[config.mk]
export PLATFORM = sky130hd
export DESIGN_NAME = hazard_scoreboard
export DESIGN_NICKNAME = d
export VERILOG_FILES = /design/src/rtl/hazard_scoreboard_pkg.sv /design/src/rtl/hazard_scoreboard_counter.sv /design/src/rtl/hazard_scoreboard.sv
export SDC_FILE = /design/constraint.sdc
export NUM_CORES = 1
export LEC_CHECK = 0
export CAP_MARGIN = 15
export CORE_ASPECT_RATIO = 0.8
export CORE_MARGIN = 5
export CORE_UTILIZATION = 45
export DETAILED_ROUTE_END_ITERATION = 8
export SLEW_MARGIN = 25
export SYNTH_ARGS = -nofsm -noshare
export SYNTH_HDL_FRONTEND = slang
export SYNTH_SLANG_ARGS = --single-unit
[constraint.sdc]
create_clock -name clk -period 7.37 [get_ports clk]
set_input_delay 1.474 -clock clk [delete_from_list [all_inputs] [get_ports clk]]
set_output_delay 1.474 -clock clk [all_outputs]
set_load 0.02 [all_outputs]
[src/rtl/hazard_scoreboard_pkg.sv]
// Shared encodings and default latencies for the hazard scoreboard.
package hazard_scoreboard_pkg;

    typedef enum logic [1:0] {
        CLS_ALU  = 2'd0,
        CLS_LOAD = 2'd1,
        CLS_MUL  = 2'd2,
        CLS_DIV  = 2'd3
    } cls_e;

    localparam int DEF_NREG     = 32;
    localparam int DEF_CW       = 3;
    localparam int DEF_LOAD_LAT = 2;
    localparam int DEF_MUL_LAT  = 3;

endpackage

[src/rtl/hazard_scoreboard_counter.sv]
// hs_counter: one per-register countdown entry with load, restore, divide-done and decrement controls.
module hs_counter #(
    parameter int CW = 3
) (
    input  logic          clk,
    input  logic          reset,
    input  logic          load,
    input  logic [CW-1:0] load_val,
    input  logic          restore,
    input  logic [CW-1:0] restore_val,
    input  logic          dec,
    input  logic          done,
    output logic [CW-1:0] cnt
);

    localparam logic [CW-1:0] CMAX = '1;

    // All-ones marks a divide in flight; only div_done moves it, straight to 1.
    always_ff @(posedge clk or posedge reset) begin
        if (reset) begin
            cnt <= '0;
        end else if (load) begin
            cnt <= load_val;
        end else if (restore) begin
            cnt <= (done && restore_val == CMAX) ? CW'(1) : restore_val;
        end else if (done && cnt == CMAX) begin
            cnt <= CW'(1);
        end else if (dec && cnt != '0 && cnt != CMAX) begin
            cnt <= cnt - 1'b1;
        end
    end

endmodule

[src/rtl/hazard_scoreboard.sv]
// Scoreboard tracking per-register forwarding countdowns; produces stall/flush controls for FS/DS/ES/MS.
module hazard_scoreboard
    import hazard_scoreboard_pkg::*;
#(
    parameter int NREG     = DEF_NREG,
    parameter int CW       = DEF_CW,
    parameter int LOAD_LAT = DEF_LOAD_LAT,
    parameter int MUL_LAT  = DEF_MUL_LAT,
    parameter int RW       = $clog2(NREG)
) (
    input  logic            clk,
    input  logic            reset,
    input  logic            ds_valid,
    input  logic [RW-1:0]   ds_rs1,
    input  logic [RW-1:0]   ds_rs2,
    input  logic [RW-1:0]   ds_rd,
    input  logic            ds_wen,
    input  logic [1:0]      ds_cls,
    input  logic            ds_br,
    input  logic            div_busy,
    input  logic            div_done,
    input  logic            es_ex,
    input  logic            es_eret_flush,
    output logic            fs_stall,
    output logic            ds_stall,
    output logic            es_flush,
    output logic            es_stall,
    output logic            ds_flush,
    output logic            ms_flush,
    output logic [NREG-1:0] busy_vec
);

    localparam logic [CW-1:0] CMAX = '1;

    logic [CW-1:0] cnt [NREG];
    logic          flush, frz, raw_stall, issue, hz1, hz2, div_pend;
    logic [CW-1:0] thr, load_val, restore_val;
    logic          last_v, last_div;
    logic [RW-1:0] last_rd;
    logic [CW-1:0] last_prev;

    function automatic logic [CW-1:0] sat_dec(input logic [CW-1:0] v);
        if (v == CMAX) return CMAX;
        if (v == '0)   return '0;
        return v - 1'b1;
    endfunction

    always_comb begin
        flush       = es_ex | es_eret_flush;
        frz         = div_busy & ~flush;
        // Branches resolve in DS, so they need the value one cycle earlier than ES consumers.
        thr         = ds_br ? CW'(1) : CW'(2);
        hz1         = (ds_rs1 != '0) && (cnt[ds_rs1] >= thr);
        hz2         = (ds_rs2 != '0) && (cnt[ds_rs2] >= thr);
        raw_stall   = ds_valid && (hz1 || hz2 || (ds_cls == CLS_DIV && ds_wen && div_pend));
        ds_stall    = frz | (raw_stall & ~flush);
        fs_stall    = ds_stall;
        es_stall    = frz;
        es_flush    = flush | raw_stall;
        ds_flush    = flush;
        ms_flush    = es_ex;
        issue       = ds_valid && !ds_stall && !flush && ds_wen && (ds_rd != '0);
        restore_val = sat_dec(last_prev);
        case (ds_cls)
            CLS_ALU:  load_val = CW'(1);
            CLS_LOAD: load_val = CW'(LOAD_LAT);
            CLS_MUL:  load_val = CW'(MUL_LAT);
            default:  load_val = CMAX;
        endcase
    end

    assign cnt[0] = '0;

    for (genvar r = 1; r < NREG; r++) begin : g_cnt
        hs_counter #(.CW(CW)) u_cnt (
            .clk         (clk),
            .reset       (reset),
            .load        (issue && ds_rd == RW'(r)),
            .load_val    (load_val),
            .restore     (flush && last_v && last_rd == RW'(r)),
            .restore_val (restore_val),
            .dec         (~frz),
            .done        (div_done),
            .cnt         (cnt[r])
        );
    end

    for (genvar r = 0; r < NREG; r++) begin : g_busy
        assign busy_vec[r] = (cnt[r] != '0);
    end

    always_ff @(posedge clk or posedge reset) begin
        if (reset) begin
            div_pend <= 1'b0;
            last_v   <= 1'b0;
        end else begin
            if (issue && ds_cls == CLS_DIV) begin
                div_pend <= 1'b1;
            end else if (div_done) begin
                div_pend <= 1'b0;
            end else if (flush && last_v && last_div && last_prev != CMAX) begin
                div_pend <= 1'b0;
            end
            if (!frz) begin
                last_v <= issue;
            end
        end
    end

    // Undo record for the most recent issue, consumed if ES flushes next cycle.
    always_ff @(posedge clk) begin
        if (issue) begin
            last_rd   <= ds_rd;
            last_prev <= cnt[ds_rd];
            last_div  <= (ds_cls == CLS_DIV);
        end
    end

endmodule

* Word-level counts from Yosys, hierarchy flattened
Index checks and enable logic that the tools add are counted.
** Storage, ports and cells
- Register bits after elaboration :: 104
- Input bits :: 26
- Word-level logic and storage cells :: 600
** Cells by class
- Add/subtract/negate cells :: 32
- $lt $le $gt $ge :: 5
- Equality and inequality tests :: 130
- Muxes and demuxes :: 146
- Bitwise operators :: 10
- Reduce and logical (&&, ||, !) cells :: 241
** Operators by type and width (count)
- 3-bit 2-to-1 mux :: 135
- 1-bit logical AND :: 169
- 5-bit == test (second input constant) :: 32
- 4-bit nonzero test :: 31
- 3-bit == test (second input constant) :: 33
- 3-bit != test (second input constant) :: 32
- 3-bit nonzero test :: 32
- 3-bit by 1-bit subtractor with 3-bit output (second input constant) :: 32
- 5-bit by 4-bit == test with 1-bit output (second input constant) :: 16
- 3-bit binary-select mux with 5-bit select :: 3
- 5-bit by 3-bit == test with 1-bit output (second input constant) :: 8
- 5-bit by 2-bit == test with 1-bit output (second input constant) :: 4
- 6-bit greater-or-equal comparator (second input constant) :: 3
- 5-bit inverter with 6-bit output :: 3
- 5-bit nonzero test :: 3
- 5-bit by 1-bit == test with 1-bit output (second input constant) :: 2
- 3-bit case mux with 3 select lines :: 1
- 3-bit by 2-bit greater-or-equal comparator with 1-bit output :: 2
- 1-bit 2-to-1 mux :: 6
- 2-bit == test (second input constant) :: 2
- 3-bit zero test :: 1
- 1-bit bitwise OR :: 3
- 1-bit AND :: 2
- 2-bit by 1-bit == test with 1-bit output (second input constant) :: 1
- other kinds (5) :: 8

* Logic depth before layout (Yosys ltp)
Gate-level depths: netlist of the first run.
- Depth in word-level cells :: 18
- Depth in mapped cells :: 18
- Depth with buffers taken out :: 13

* Hierarchy
Synthesis of the first run repeated with hierarchy kept, for this count alone.
** Second synthesis, totals
- Cell total of the unflattened synthesis :: 1327
- Area total of the unflattened synthesis :: 12614.6 um^2
** Modules (own cells, without submodules)
- hs_counter (g_cnt[10].u_cnt ...) :: instances 26, cells each 31, area an instance 282.8 um^2, sequential area each 75.1 um^2
- hazard_scoreboard :: instances 1, cells each 361, area an instance 3817.4 um^2, sequential area each 320.3 um^2
- hs_counter (g_cnt[5].u_cnt ...) :: instances 5, cells each 32, area an instance 289.0 um^2, sequential area each 75.1 um^2

* Least setup slack after synthesis of the first run
OpenSTA, ideal clock, no wires.
- Kind :: input to output
- From :: input ds_rs1[0]
- To :: output fs_stall
- Arrival :: 5.312 ns
- Path slack :: 0.584 ns
- Stages on the path :: 15
- Path buffers :: 4
- Path through :: buf_6 > buf_2 > clkbuf_1 > mux4_2 > mux4_2 > mux2i_1 > ha_1 > nand2b_1 > a21oi_1 > a211oi_1 > a2111oi_4 > o22ai_2 > nand3_1 > nand2_1 > buf_4
** Between the ends
- Cells in the longest elaborated chain, start to end :: 11
- Elaborated cells between the ends (all ways) :: 12
** RTL lines
- start: declaration :: RTL line hazard_scoreboard.sv:14 : input logic [RW-1:0] ds_rs1,
- 5-bit inverter with 6-bit output (implied by the code) :: RTL line hazard_scoreboard.sv:53 : hz1 = (ds_rs1 != '0) && (cnt[ds_rs1] >= thr);
- 3-bit binary-select mux with 5-bit select :: RTL line hazard_scoreboard.sv:53
- 3-bit 2-to-1 mux (implied by the code) (2 in series) :: RTL line hazard_scoreboard.sv:53
- 3-bit by 2-bit greater-or-equal comparator with 1-bit output :: RTL line hazard_scoreboard.sv:53
- 1-bit logical AND * :: RTL line hazard_scoreboard.sv:53
- 1-bit logical OR * (2 in series) :: RTL line hazard_scoreboard.sv:55 : raw_stall = ds_valid && (hz1 || hz2 || (ds_cls == CLS_DIV && ds_wen && div_pend));
- 1-bit logical AND * :: RTL line hazard_scoreboard.sv:55
- 1-bit AND * :: RTL line hazard_scoreboard.sv:56 : ds_stall = frz | (raw_stall & ~flush);
- 1-bit bitwise OR * :: RTL line hazard_scoreboard.sv:56
- end: declaration :: RTL line hazard_scoreboard.sv:24 : output logic fs_stall,
Every way passes the cells marked *; elsewhere a longest branch is shown, timed or not. The select of a mux whose other input is x is not followed.

* Worst setup path after layout of the first run
- From :: input ds_rs1[1]
- To :: output ds_stall
** Between the ends
- Cells in the longest elaborated chain, start to end :: 11
- Elaborated cells between the ends (all ways) :: 12
** RTL lines
- 5-bit inverter with 6-bit output (implied by the code) :: RTL line hazard_scoreboard.sv:53
- 3-bit binary-select mux with 5-bit select :: RTL line hazard_scoreboard.sv:53
- 3-bit 2-to-1 mux (implied by the code) (2 in series) :: RTL line hazard_scoreboard.sv:53
- 3-bit by 2-bit greater-or-equal comparator with 1-bit output :: RTL line hazard_scoreboard.sv:53
- 1-bit logical AND * :: RTL line hazard_scoreboard.sv:53
- 1-bit logical OR * (2 in series) :: RTL line hazard_scoreboard.sv:55
- 1-bit logical AND * :: RTL line hazard_scoreboard.sv:55
- 1-bit AND * :: RTL line hazard_scoreboard.sv:56
- 1-bit bitwise OR * :: RTL line hazard_scoreboard.sv:56
- end: declaration :: RTL line hazard_scoreboard.sv:25 : output logic ds_stall,
Marks and branches as above.

==> results of run 1 <==
==> registers in the layout (all words and copies together), names as in the netlist <==
signal / count
last_prev: 3
div_pend: 1
g_cnt.u_cnt.cnt: 93
last_div: 1
last_v: 1
last_rd: 5
==> routing by layer <==
layer  global-route usage  up-vias  part of all wire
li1                     -     4943                 -
met1                0.371     5203              0.45
met2                0.391      449              0.44
met3               0.0591       46              0.10
met4               0.0522        0             0.014
met5                    0        -                 0
==> per-stage QoR <==
step                      std cells  hold WS (ns)  utilization  area, µm²
after CTS                      1689         0.537        0.507      13400
after global routing           1689         0.552        0.507      13400
final                          1689         0.535        0.507      13400
after detailed placement       1674         0.519        0.496      13100
after floorplan                1316         0.489            -      12200
after global placement         1674         0.508        0.496      13100
==> power groups by stage <==
stage               registers [mW]  logic, mW  clock network (mW)
global placement              1.44       3.09                   0
global route                  1.50       3.57               0.524
finish                        1.47       3.18               0.504
CTS                           1.43       3.17               0.509
floorplan                     1.12       2.59                   0
detailed placement            1.44       3.14                   0
==> final cells by class <==
class / count / area, µm² / share of cell area
sequential: 104 / 2650 / 0.197
timing repair buffer: 86 / 848 / 0.0632
tap: 357 / 447 / 0.0333
clock inverter: 4 / 33.8 / 0.00252
inverter: 73 / 277 / 0.0206
clock buffer: 11 / 264 / 0.0197
multi-input combinational: 1054 / 8900 / 0.663
==> worst max path at each step <==
stage               cells past startpoint       from       end
finish                                 15  ds_rs1[1]  ds_stall
detailed placement                     15  ds_rs1[1]  ds_stall
global placement                       15  ds_rs1[1]  ds_stall
floorplan                              15  ds_rs1[0]  fs_stall
global route                           15  ds_rs1[1]  ds_stall
CTS                                    15  ds_rs1[1]  ds_stall
==> logic make-up after synthesis <==
kind of cell             count (synthesis)
flip-flops                             104
buffers and inverters                  158
adder cells (fa/ha/maj)                 99
multiplexers                           199
AO/OA/AOI/OAI                          281
other                                    1
XOR/XNOR                                 7
AND/OR/NAND/NOR                        467
==> layout by cell type, fill, tap and decap left out, drive strengths merged, types with 11 or more instances in the layout <==
cell	n
nand3	45
dfrtp	95
o21ai	90
clkdlybuf4s50	59
a22oi	22
ha	99
inv	76
o211ai	30
mux2i	114
a31oi	23
mux2	14
mux4	71
nand2b	46
o311ai	21
nand2	154
nand3b	69
a21oi	54
buf	27
nor3	14
nor2b	12
nor4	22
clkbuf	11
nor2	76
==> worst max-delay path, stage by stage <==
cell and delay, ns:
clkdlybuf4s50_1 0.51, buf_12 0.21, mux4_2 0.51, mux4_2 0.49, mux2i_1 0.16, ha_1 0.25, nand2b_1 0.14, a21oi_1 0.14
buf_4 0.16, a211oi_1 0.10, a2111oi_4 0.44, o22ai_2 0.18, nand3_1 0.12, nand2_1 0.07, clkdlybuf4s50_1 0.57
==> out/metrics.cfg, run 1 <==
[placement]
dp_hpwl_um = 28400
place_congestion = 0.921
place_ws_ns = 0.373
portBuffers = 62

[timing]
period_share = 0.952
fin_setup_tns_ns = 0
setup_ws_ns = 0.356
fin_crit_ns = 7.01
max_freq_ghz = 0.143
grt_setup_unrepaired = no
clock_skew_ns = 0.0116
setup_viol = 0
max_slew.worst_pin.slew_ns = 1.05
slew_headroom = 0.297
hold_viol = 0
report.final.slew_viol_count = 0

[grt]
grt_pass1_vias = 10100
grt_max_degree = 53
grt_first_pass_wirelength_um = 60500
grtUsageTotal = 0.255
antenna_found_initial = 0
grt_remaining_overflow = 0

[power]
p_int_mw = 2.69
switchingPower_mw = 2.47
sw_frac_of_total = 0.479
finalPower_mw = 5.15
clkPwrFrac = 0.098
comb_power_share = 0.616
seq_power_share = 0.286
leakagePower_nw = 5.20
power_density_mw_per_mm2 = 384
vdd_ir_drop_max_v = 0.000171

[cts]
cts_inserted_buffers = 9
ctsHoldBuffers = 0
cts_buffer_depth = 2
clk_pin_slew_ns = 0.08
clockRootBuffer = clkbuf_16
insertion_delay_ns = 0.37
cts_resized = 0
clkSinkCount = 104
htreeDepth = 3
postCtsSetupBuffers = 0
cts_tree = yes

[cells_and_area]
drive_gt1_frac = 0.134
fill_cells = 2418
nNetsFinal = 1453
area_growth_pct = 10.1
insertedDiodeCount = 0

[logic_synthesis]
synthesis.nets = 1441
synthFlopType = dfrtp_1
synth_most_common_cell = nand2_1
synth-compound-area-share = 0.149
synth_cell_types = 61
synth_common_cells = 154 x nand2_1, 114 x mux2i_1, 99 x ha_1, 95 x dfrtp_1, 90 x o21ai_0
ys_seq_elements = 104
yosys.area.top_type_share = 0.195
syn_avg_cell_area_um2 = 9.26
yosys.area_share.adder = 0.102
synth_top_family_by_area = multiplexers
yosys_warnings = 0
synth_xor_area_frac = 0.00503
yosys.area_share.simple = 0.232
yosysSeqAreaShare = 0.217
synthTopCellsByArea = dfrtp_1 20%, mux4_2 13%, ha_1 10%
async_reset_ff_frac = 0.913
synth_enable_flop_cells = 9
synth_cells = 1316
synthMuxAreaShare = 0.238
yosysTopAreaCell = dfrtp_1
synth_area_mm2 = 0.0122

[die]
dieArea_mm2 = 0.0305
coreArea_mm2 = 0.0265
die_w_um = 194
start_util = 0.461
io_pins = 64
rows = 53
die_h_um = 157

[detailed_routing]
route.detailed.drc = 0
wl_per_cell_um = 23.3
vias = 10600
avgViaCountPerCell = 6.30
dr.pass1.iters = 5
ant_nets = 0
drt-initial-drc-count = 1137
wirelength_um = 39400

[setup_path]
crit_type = input pin to output pin
rrSetupSlack_ns = 3.01
reg2reg_to = last_rd[0]$_DFFE_PP_
worstReg2RegStart = g_cnt[17].u_cnt.cnt[0]$_DFFE_PP0P_
cp-start-kind = input pin
crit_required_ns = 5.90
end_kind = output pin
r2r_cells = 12
arrival_ns = 5.54
cp_max_fo = 30

[flow_run]
maxCapViolCount = 0

[hold_path]
min-delay-path-class = register to register
hold_path_end = last_v$_DFFE_PP0N_
hold_path_depth = 1
hp-start = last_v$_DFFE_PP0N_

[status]
outcome = finished, final reports clean

Power figures use the tool's default switching activity.
==> run 2, diff against run 1 <==
- CORE_MARGIN: 5 -> 3
==> out/metrics.cfg, run 2 (synthesis gave the netlist of run 1 again) <==
[status]
outcome = finished, final reports clean

[power]
clkPwrFrac = 0.099  ; about the same
power_density_mw_per_mm2 = 385  ; +0.23%
leakagePower_nw = 5.20  ; about the same
finalPower_mw = 5.16  ; +0.20%
seq_power_share = 0.282  ; -0.004
switchingPower_mw = 2.45  ; -0.69%
vdd_ir_drop_max_v = 0.000199  ; +16%
comb_power_share = 0.619  ; +0.003
sw_frac_of_total = 0.475  ; -0.00426
p_int_mw = 2.71  ; +1.0%

[cts]
clkSinkCount = 104  ; unchanged
ctsHoldBuffers = 0  ; unchanged
clockRootBuffer = clkbuf_16
cts_inserted_buffers = 9  ; unchanged
htreeDepth = 3  ; unchanged
clk_pin_slew_ns = 0.08  ; about the same
insertion_delay_ns = 0.36  ; about the same
cts_tree = yes
postCtsSetupBuffers = 0  ; unchanged
cts_buffer_depth = 2  ; unchanged
cts_resized = 0  ; unchanged

[grt]
grt_pass1_vias = 10100  ; +0.65%
grt_max_degree = 64  ; +21%
antenna_found_initial = 0  ; unchanged
grtUsageTotal = 0.273  ; +0.0185
grt_first_pass_wirelength_um = 61500  ; +1.6%
grt_remaining_overflow = 0  ; unchanged

[timing]
max_slew.worst_pin.slew_ns = 1.10  ; +0.0435 ns
fin_setup_tns_ns = 0  ; unchanged
setup_viol = 0  ; unchanged
grt_setup_unrepaired = no
fin_crit_ns = 7.09  ; +0.0728 ns
slew_headroom = 0.268  ; -0.0290
report.final.slew_viol_count = 0  ; unchanged
period_share = 0.962  ; +0.00987
hold_viol = 0  ; unchanged
clock_skew_ns = 0.0154  ; +0.00385 ns
max_freq_ghz = 0.141  ; -1.0%

[cells_and_area]
mostFrequentLayoutCells = 154 x nand2_1, 114 x mux2i_1, 99 x ha_1, 95 x dfrtp_1, 90 x o21ai_0
largest_reg_flops = 93  ; unchanged
drive_gt1_frac = 0.133  ; -0.000200
insertedDiodeCount = 0  ; unchanged
top_regs = g_cnt.u_cnt.cnt (93), last_rd (5), last_prev (3)
final_common_cell = nand2_1
fin_area_mm2 = 0.0134  ; about the same
nNetsFinal = 1454  ; +0.069%
largest_register = g_cnt.u_cnt.cnt
area_growth_pct = 10.0  ; about the same

[die]
rows = 53  ; unchanged
dieArea_mm2 = 0.0291  ; -4.6%
die_w_um = 190  ; -2.1%
die_h_um = 153  ; -2.5%
coreArea_mm2 = 0.0265  ; unchanged
io_pins = 64  ; unchanged
start_util = 0.461  ; unchanged

[setup_path]
cp-start-kind = input pin
end_kind = output pin
arrival_ns = 5.61  ; +0.07 ns
cp_max_fo = 27  ; -10%
rrSetupSlack_ns = 2.93  ; -0.08 ns
crit_required_ns = 5.90  ; about the same
crit_type = input pin to output pin

[placement]
place_area_mm2 = 0.0131  ; -0.23%
dp_hpwl_um = 28500  ; +0.50%
portBuffers = 62  ; unchanged
place_congestion = 0.967  ; +5.0%

[flow_run]
maxCapViolCount = 0  ; unchanged

[detailed_routing]
route.detailed.drc = 0  ; unchanged
wirelength_um = 39300  ; -0.17%
dr.pass1.iters = 5  ; unchanged
vias = 10600  ; -0.16%
ant_nets = 0  ; unchanged
wl_per_cell_um = 23.3  ; -0.29%
avgViaCountPerCell = 6.28  ; -0.28%
drt-initial-drc-count = 1001  ; -12%

[hold_path]
min-delay-path-class = register to register

run 2: changes by cell type in the layout (fill, tap and decap cells not counted):
cell / change
clkbuf_1: +2
clkbuf_16: -1
bufinv_16: +1
inv_4: +1
inv_6: -3
buf_4: +2
clkinv_4: +1
buf_12: -1
o311ai_0: +1
o311ai_1: -1
run 2: final cells by class:
cell class	count	area, µm²
fillers	2454	13000
clock inverters	4	52.6
inverters	73	277
flip-flops and latches	104	2650
well taps	357	447
clock buffers	12	246
repair buffers	87	843
multi-input cells	1054	8900
run 2: power groups by stage:
stage	sequential, mW	combinational [mW]	clock [mW]
finish	1.46	3.20	0.512
global route	1.49	3.62	0.543
CTS	1.43	3.17	0.522
detailed placement	1.44	3.15	0
global placement	1.44	3.09	0
floorplan	1.12	2.59	0
run 2: worst max-delay path, stage by stage:
cell,delay (ns)
clkdlybuf4s50_1,0.50
buf_12,0.20
mux4_2,0.52
mux4_2,0.51
mux2i_1,0.16
ha_1,0.24
nand2b_1,0.14
a21oi_1,0.14
buf_4,0.16
a211oi_1,0.10
a2111oi_4,0.47
o22ai_2,0.20
nand3_1,0.13
nand2_1,0.07
clkdlybuf4s50_1,0.57
run 2: path summary, 6_finish.rpt:
path	startpoint	to	depth (start not counted)
max	ds_rs1[0]	fs_stall	15
min	last_v$_DFFE_PP0N_	last_v$_DFFE_PP0N_	1
max reg2reg	g_cnt[6].u_cnt.cnt[0]$_DFFE_PP0P_	last_rd[3]$_DFFE_PP_	12
min reg2reg	last_v$_DFFE_PP0N_	last_v$_DFFE_PP0N_	1
max in group asynchronous	reset	g_cnt[4].u_cnt.cnt[2]$_DFFE_PP0P_	3
min in group asynchronous	reset	g_cnt[17].u_cnt.cnt[2]$_DFFE_PP0P_	2
run 2: layer usage:
layer / track usage / share of wire
met1: 0.406 / 0.46
met2: 0.414 / 0.44
met3: 0.0557 / 0.082
met4: 0.0542 / 0.015
met5: 0 / 0
run 2: through the flow:
stage	hold WS [ns]	instances	utilization	setup slack, ns
3_3_place_gp	0.514	1674	0.495	0.375
6_report	0.535	1691	0.507	0.284
2_1_floorplan	0.489	1316	-	0.584
5_1_grt	0.559	1691	0.507	0.0648
3_5_place_dp	0.521	1674	0.495	0.313
4_1_cts	0.539	1690	0.506	0.313
==> run 3, diff against run 2 <==
- CTS_CLUSTER_DIAMETER: default -> 200
==> results of run 3 <==
Same layout as run 2: the final DEF is identical, and so are final timing and power.
